==> src/rtl/stream_mux2_rr_pkg.sv <==
// stream_mux_pkg: shared types and source-tag constants for the 2:1 round-robin stream mux.
package stream_mux_pkg;
   typedef logic src_t;
   typedef enum logic [1:0] {IDLE = 2'd0, LOCK0 = 2'd1, LOCK1 = 2'd2} mux_state_t;
   localparam src_t SRC_CH0 = 1'b0;
   localparam src_t SRC_CH1 = 1'b1;
endpackage

==> src/rtl/stream_mux2_rr_arb2.sv <==
// rr_arb2: two-requester round-robin arbiter with packet lock override; owns the priority flop.
module rr_arb2
   import stream_mux_pkg::*;
(
   input  logic       clk,
   input  logic       rst_n,
   input  logic [1:0] req,
   input  logic       load_ok,
   input  logic       lock,
   input  src_t       lock_id,
   input  logic       upd,
   output logic [1:0] grant
);
   src_t prio;
   // A lock pins the grant to its channel even while that channel is momentarily idle.
   always_comb grant = lock ? {lock_id, ~lock_id} : (&req ? {prio, ~prio} : req);
   always_ff @(posedge clk or negedge rst_n)
      if (!rst_n) prio <= SRC_CH0;
      else if (load_ok && |(grant & req) && upd) prio <= ~grant[1];
endmodule

==> src/rtl/stream_mux2_rr.sv <==
// stream_mux2_rr: merges two valid/ready streams into one registered output with round-robin arbitration.
// Optional packet lock (in0_last/in1_last ports) is enabled with STREAM_MUX_PKT_LOCK_EN.
module stream_mux2_rr
   import stream_mux_pkg::*;
#(
   parameter int DW = 8
) (
   input  logic          clk,
   input  logic          rst_n,
   input  logic          in0_valid,
   input  logic [DW-1:0] in0_data,
   output logic          in0_ready,
   input  logic          in1_valid,
   input  logic [DW-1:0] in1_data,
   output logic          in1_ready,
`ifdef STREAM_MUX_PKT_LOCK_EN
   input  logic          in0_last,
   input  logic          in1_last,
`endif
   output logic          out_valid,
   output logic [DW-1:0] out_data,
   output src_t          out_src,
   input  logic          out_ready
);
   logic [1:0] grant;
   logic       load_ok, acc, last;
   src_t       src;
   mux_state_t state;
   always_comb begin
      load_ok   = !out_valid || out_ready;
      src       = grant[1] ? SRC_CH1 : SRC_CH0;
      acc       = load_ok && |(grant & {in1_valid, in0_valid});
      in0_ready = grant[0] && load_ok;
      in1_ready = grant[1] && load_ok;
`ifdef STREAM_MUX_PKT_LOCK_EN
      last      = src ? in1_last : in0_last;
`else
      last      = 1'b1;
`endif
   end
   rr_arb2 u_arb (
      .clk     (clk),
      .rst_n   (rst_n),
      .req     ({in1_valid, in0_valid}),
      .load_ok (load_ok),
      .lock    (state != IDLE),
      .lock_id (state == LOCK1),
      .upd     (last),
      .grant   (grant)
   );
   always_ff @(posedge clk or negedge rst_n)
      if (!rst_n) begin
         out_valid <= 1'b0;
         out_data  <= '0;
         out_src   <= SRC_CH0;
      end else if (acc) begin
         out_valid <= 1'b1;
         out_data  <= src ? in1_data : in0_data;
         out_src   <= src;
      end else if (out_ready) begin
         out_valid <= 1'b0;
      end
   // Without packet lock, last is tied high so the FSM never leaves IDLE.
   always_ff @(posedge clk or negedge rst_n)
      if (!rst_n) state <= IDLE;
      else if (acc) state <= last ? IDLE : (src ? LOCK1 : LOCK0);
endmodule
==> config.mk <==
export PLATFORM = sky130hd
export DESIGN_NAME = stream_mux2_rr
export DESIGN_NICKNAME = d
export VERILOG_FILES = /design/src/rtl/stream_mux2_rr_pkg.sv /design/src/rtl/stream_mux2_rr_arb2.sv /design/src/rtl/stream_mux2_rr.sv
export SDC_FILE = /design/constraint.sdc
export NUM_CORES = 1
export LEC_CHECK = 0
export ABC_AREA = 1
export ABC_CLOCK_PERIOD_IN_PS = 1000
export BUFFER_PORTS_ARGS = -buffer_cell sky130_fd_sc_hd__buf_2
export CORE_MARGIN = 1
export CORE_UTILIZATION = 39
export DETAILED_ROUTE_END_ITERATION = 16
export GPL_ROUTABILITY_DRIVEN = 1
export GPL_TIMING_DRIVEN = 0
export MAX_ROUTING_LAYER = met4
export PLACE_DENSITY = 0.72
export RECOVER_POWER = 50
export SLEW_MARGIN = 25
export SYNTH_ARGS = -nofsm -noshare
export SYNTH_HDL_FRONTEND = slang
export SYNTH_HIERARCHICAL = 1
export SYNTH_SLANG_ARGS = --single-unit
==> constraint.sdc <==
create_clock -name clk -period 1 [get_ports clk]
set_input_delay 0.2 -clock clk [delete_from_list [all_inputs] [get_ports clk]]
set_output_delay 0.2 -clock clk [all_outputs]
set_load 0.01 [all_outputs]
==> impl_metrics.env <==
export IMPL_synthArstFlopShare_pct=100
export IMPL_std_cell_rows=14
export IMPL_drc_errors=3
export IMPL_status="finished, violations left"
export IMPL_antenna_cells=0
export IMPL_synth_most_common_cell="nand2_1"
export IMPL_die_height_um=43.7
export IMPL_antenna_found_initial=0
export IMPL_yosys_area_top_type="dfrtp_1"
export IMPL_dp_hpwl_um=1190
export IMPL_cts_tree="yes"
export IMPL_synth_cells=100
export IMPL_cp_end_kind="primary output"
export IMPL_peakVddDrop_uv=1160
export IMPL_grt_pass1_vias=743
export IMPL_setup_violations=14
export IMPL_violations="DRC, setup timing"
export IMPL_io_buffers=32
export IMPL_dieArea_mm2=0.00191
export IMPL_clock_path_buffers=2
export IMPL_clockPowerShare_pct=17.0
export IMPL_coreArea_mm2=0.00156
export IMPL_yosys_register_bits=11
export IMPL_numCtsBuffers=3
export IMPL_switching_share_pct=36.1
export IMPL_reg2reg_setup_slack_ns=-0.33
export IMPL_routedWlPerCell_um=11.3
export IMPL_syn_area_per_cell_um2=6.77
export IMPL_r2r_start="u_arb/prio"
export IMPL_fin_setup_tns_ns=-3.69
export IMPL_syn_area_um2=677
export IMPL_synth_edf_count=0
export IMPL_syn_to_final_growth_pct=67.3
export IMPL_p_switching_mw=0.632
export IMPL_rsz0062_at_grt="true"
export IMPL_synth_top_area_share_pct=40.7
export IMPL_synth_common_cells="54 x nand2_1, 12 x nand3_1, 11 x dfrtp_1, 9 x inv_1"
export IMPL_root_buffer="clkbuf_4"
export IMPL_drive_gt1_share_pct=47.1
export IMPL_start_kind="register"
export IMPL_ys_seq_area_share_pct=40.7
export IMPL_grt_start_max_net_pins=12
export IMPL_antenna_left=0
export IMPL_crit_type="reg2out"
export IMPL_drt_first_pass_iters=10
export IMPL_num_vias=807
export IMPL_die_w_um=43.7
export IMPL_min_period_over_period_pct=144
export IMPL_reg2reg_depth=10
export IMPL_holdPathStages=5
export IMPL_finClkSkew_ns=0.00695
export IMPL_fmax_mhz=695
export IMPL_drv_cap=0
export IMPL_pwr_share_seq_pct=35.4
export IMPL_grt_pass1_wl_um=2840
export IMPL_critPathMaxFanout=2
export IMPL_htreeDepth=1
export IMPL_slew_violations=0
export IMPL_yosysWarningCount=6
export IMPL_synthTopCellsByArea="dfrtp_1 41%, nand2_1 30%, nand3_1 8.9%, inv_1 5.0%, buf_6 3.3%"
export IMPL_worst_slack_ns=-0.439
export IMPL_clock_latency_ns=0.27
export IMPL_p_per_area_mw_per_mm2=1550
export IMPL_grt_ovfl_total=0
export IMPL_power_frac_comb_pct=47.6
export IMPL_min_from="in0_data[6]"
export IMPL_place_inst=151
export IMPL_grt_use_total_pct=20.9
export IMPL_yosys_most_used_dff="dfrtp_1"
export IMPL_numClockSinks=11
export IMPL_leakagePower_nw=0.675
export IMPL_postRouteWirelength_um=1930
export IMPL_hold_viol=0
export IMPL_r2r_end="out_data[1]"
export IMPL_holdCritPathClass="in2reg"
export IMPL_synth_distinct_cells=12
export IMPL_start_util_pct=43.4
export IMPL_layout_nets=177
export IMPL_gp_congestion=0.833
export IMPL_via_per_inst=4.72
export IMPL_drt_initial_drc_count=15
export IMPL_power_internal_mw=1.12
export IMPL_crit_arrival_ns=1.24
export IMPL_whs_endpoint="out_data[6]"
export IMPL_min_period_ns=1.44
export IMPL_instances_no_fill=171
export IMPL_path_clk_slew_ns=0.07
export IMPL_io_pins=33
export IMPL_critical_path_required_ns=0.80
[registers in the layout (all words and copies together) (netlist names)]
signal	count
out_data	8
out_src	1
out_valid	1
u_arb/prio	1
[per-layer routing]
layer  track usage [%]  wire (um)  vias up  part of all wire (%)
met1              22.6        786      376                    41
li1                  -          -      409                     -
met2              35.8       1030       20                    53
met3              7.50         95        2                   4.9
met4              5.63         14        0                  0.73
met5                 -          0        -                     0
[repair_timing]
| action | in CTS | in global routing |
|---|---|---|
| hold endpoints to repair | 11 | 0 |
| setup buffers | 10 | 4 |
| resized for setup | 14 | 3 |
| setup endpoints to repair | 15 | 23 |
| gates cloned | 0 | 1 |
| pin swaps | 5 | 6 |
| hold buffers | 1 | 0 |
[worst max-delay path: stages, from the launching register on]
cell and delay, ns:
dfrtp_1 0.39, nand2_2 0.08, nand3_2 0.08, nand2_2 0.08, inv_2 0.05, buf_8 0.12
inv_8 0.04, nor2_4 0.02, buf_6 0.11
[logic make-up (layout without fill, tap and decap cells)]
group / Yosys count / count (layout) / synth area share, %
buf+inv: 13 / 64 / 10.2
other cells: 2 / 5 / 1.11
flops: 11 / 11 / 40.7
simple gates: 74 / 75 / 48.1
[layout by cell type (no fill, tap or decap), drive strengths merged]
cell type | netlist | layout
clkbuf | 0 | 5
conb | 2 | 5
dlygate4sd3 | 0 | 1
nand3 | 14 | 14
inv | 11 | 11
nand2 | 58 | 59
nor2 | 2 | 2
buf | 2 | 47
dfrtp | 11 | 11
[power groups by stage]
stage                     Sequential [mW]  Combinational, mW  Clock, mW
after floorplan                     0.682              0.310          0
after global placement              0.622              0.577          0
after detailed placement            0.628              0.587          0
after CTS                           0.619              0.743      0.312
after global routing                0.631              0.913      0.325
final                               0.620              0.834      0.298
[final cells by class]
| cell class | count | area [um2] |
|---|---|---|
| multi-input combinational | 80 | 425 |
| inverter | 11 | 51.3 |
| tap | 16 | 20.0 |
| timing repair buffer | 47 | 308 |
| sequential | 11 | 275 |
| fill | 127 | 427 |
| buffer | 2 | 26.3 |
| clock buffer | 4 | 26.3 |
[metrics by stage]
step / total power, mW / area [um2] / utilization [%] / setup WS (ns) / hold WS (ns)
final: 1.75 / 1130 / 72.6 / -0.439 / 0.243
after CTS: 1.67 / 1070 / 68.8 / -0.430 / 0.245
after global placement: 1.20 / 893 / 57.3 / -0.265 / 0.0787
after global routing: 1.87 / 1130 / 72.6 / -0.484 / 0.279
after detailed placement: 1.21 / 893 / 57.3 / -0.272 / 0.0859
after floorplan: 0.992 / 713 / - / -0.0936 / -0.0956
[worst max-delay path by stage]
stage / to / slack, ns / depth (start not counted) / startpoint
6_report: in1_ready / -0.44 / 8 / u_arb/prio
5_1_grt: in1_ready / -0.48 / 8 / u_arb/prio
4_1_cts: in1_ready / -0.43 / 8 / u_arb/prio
3_5_place_dp: in1_ready / -0.27 / 10 / in0_valid
3_3_place_gp: in1_ready / -0.26 / 10 / in0_valid
2_1_floorplan: out_data[5] / -0.09 / 10 / u_arb/prio
(Power assumes the default switching activity.)
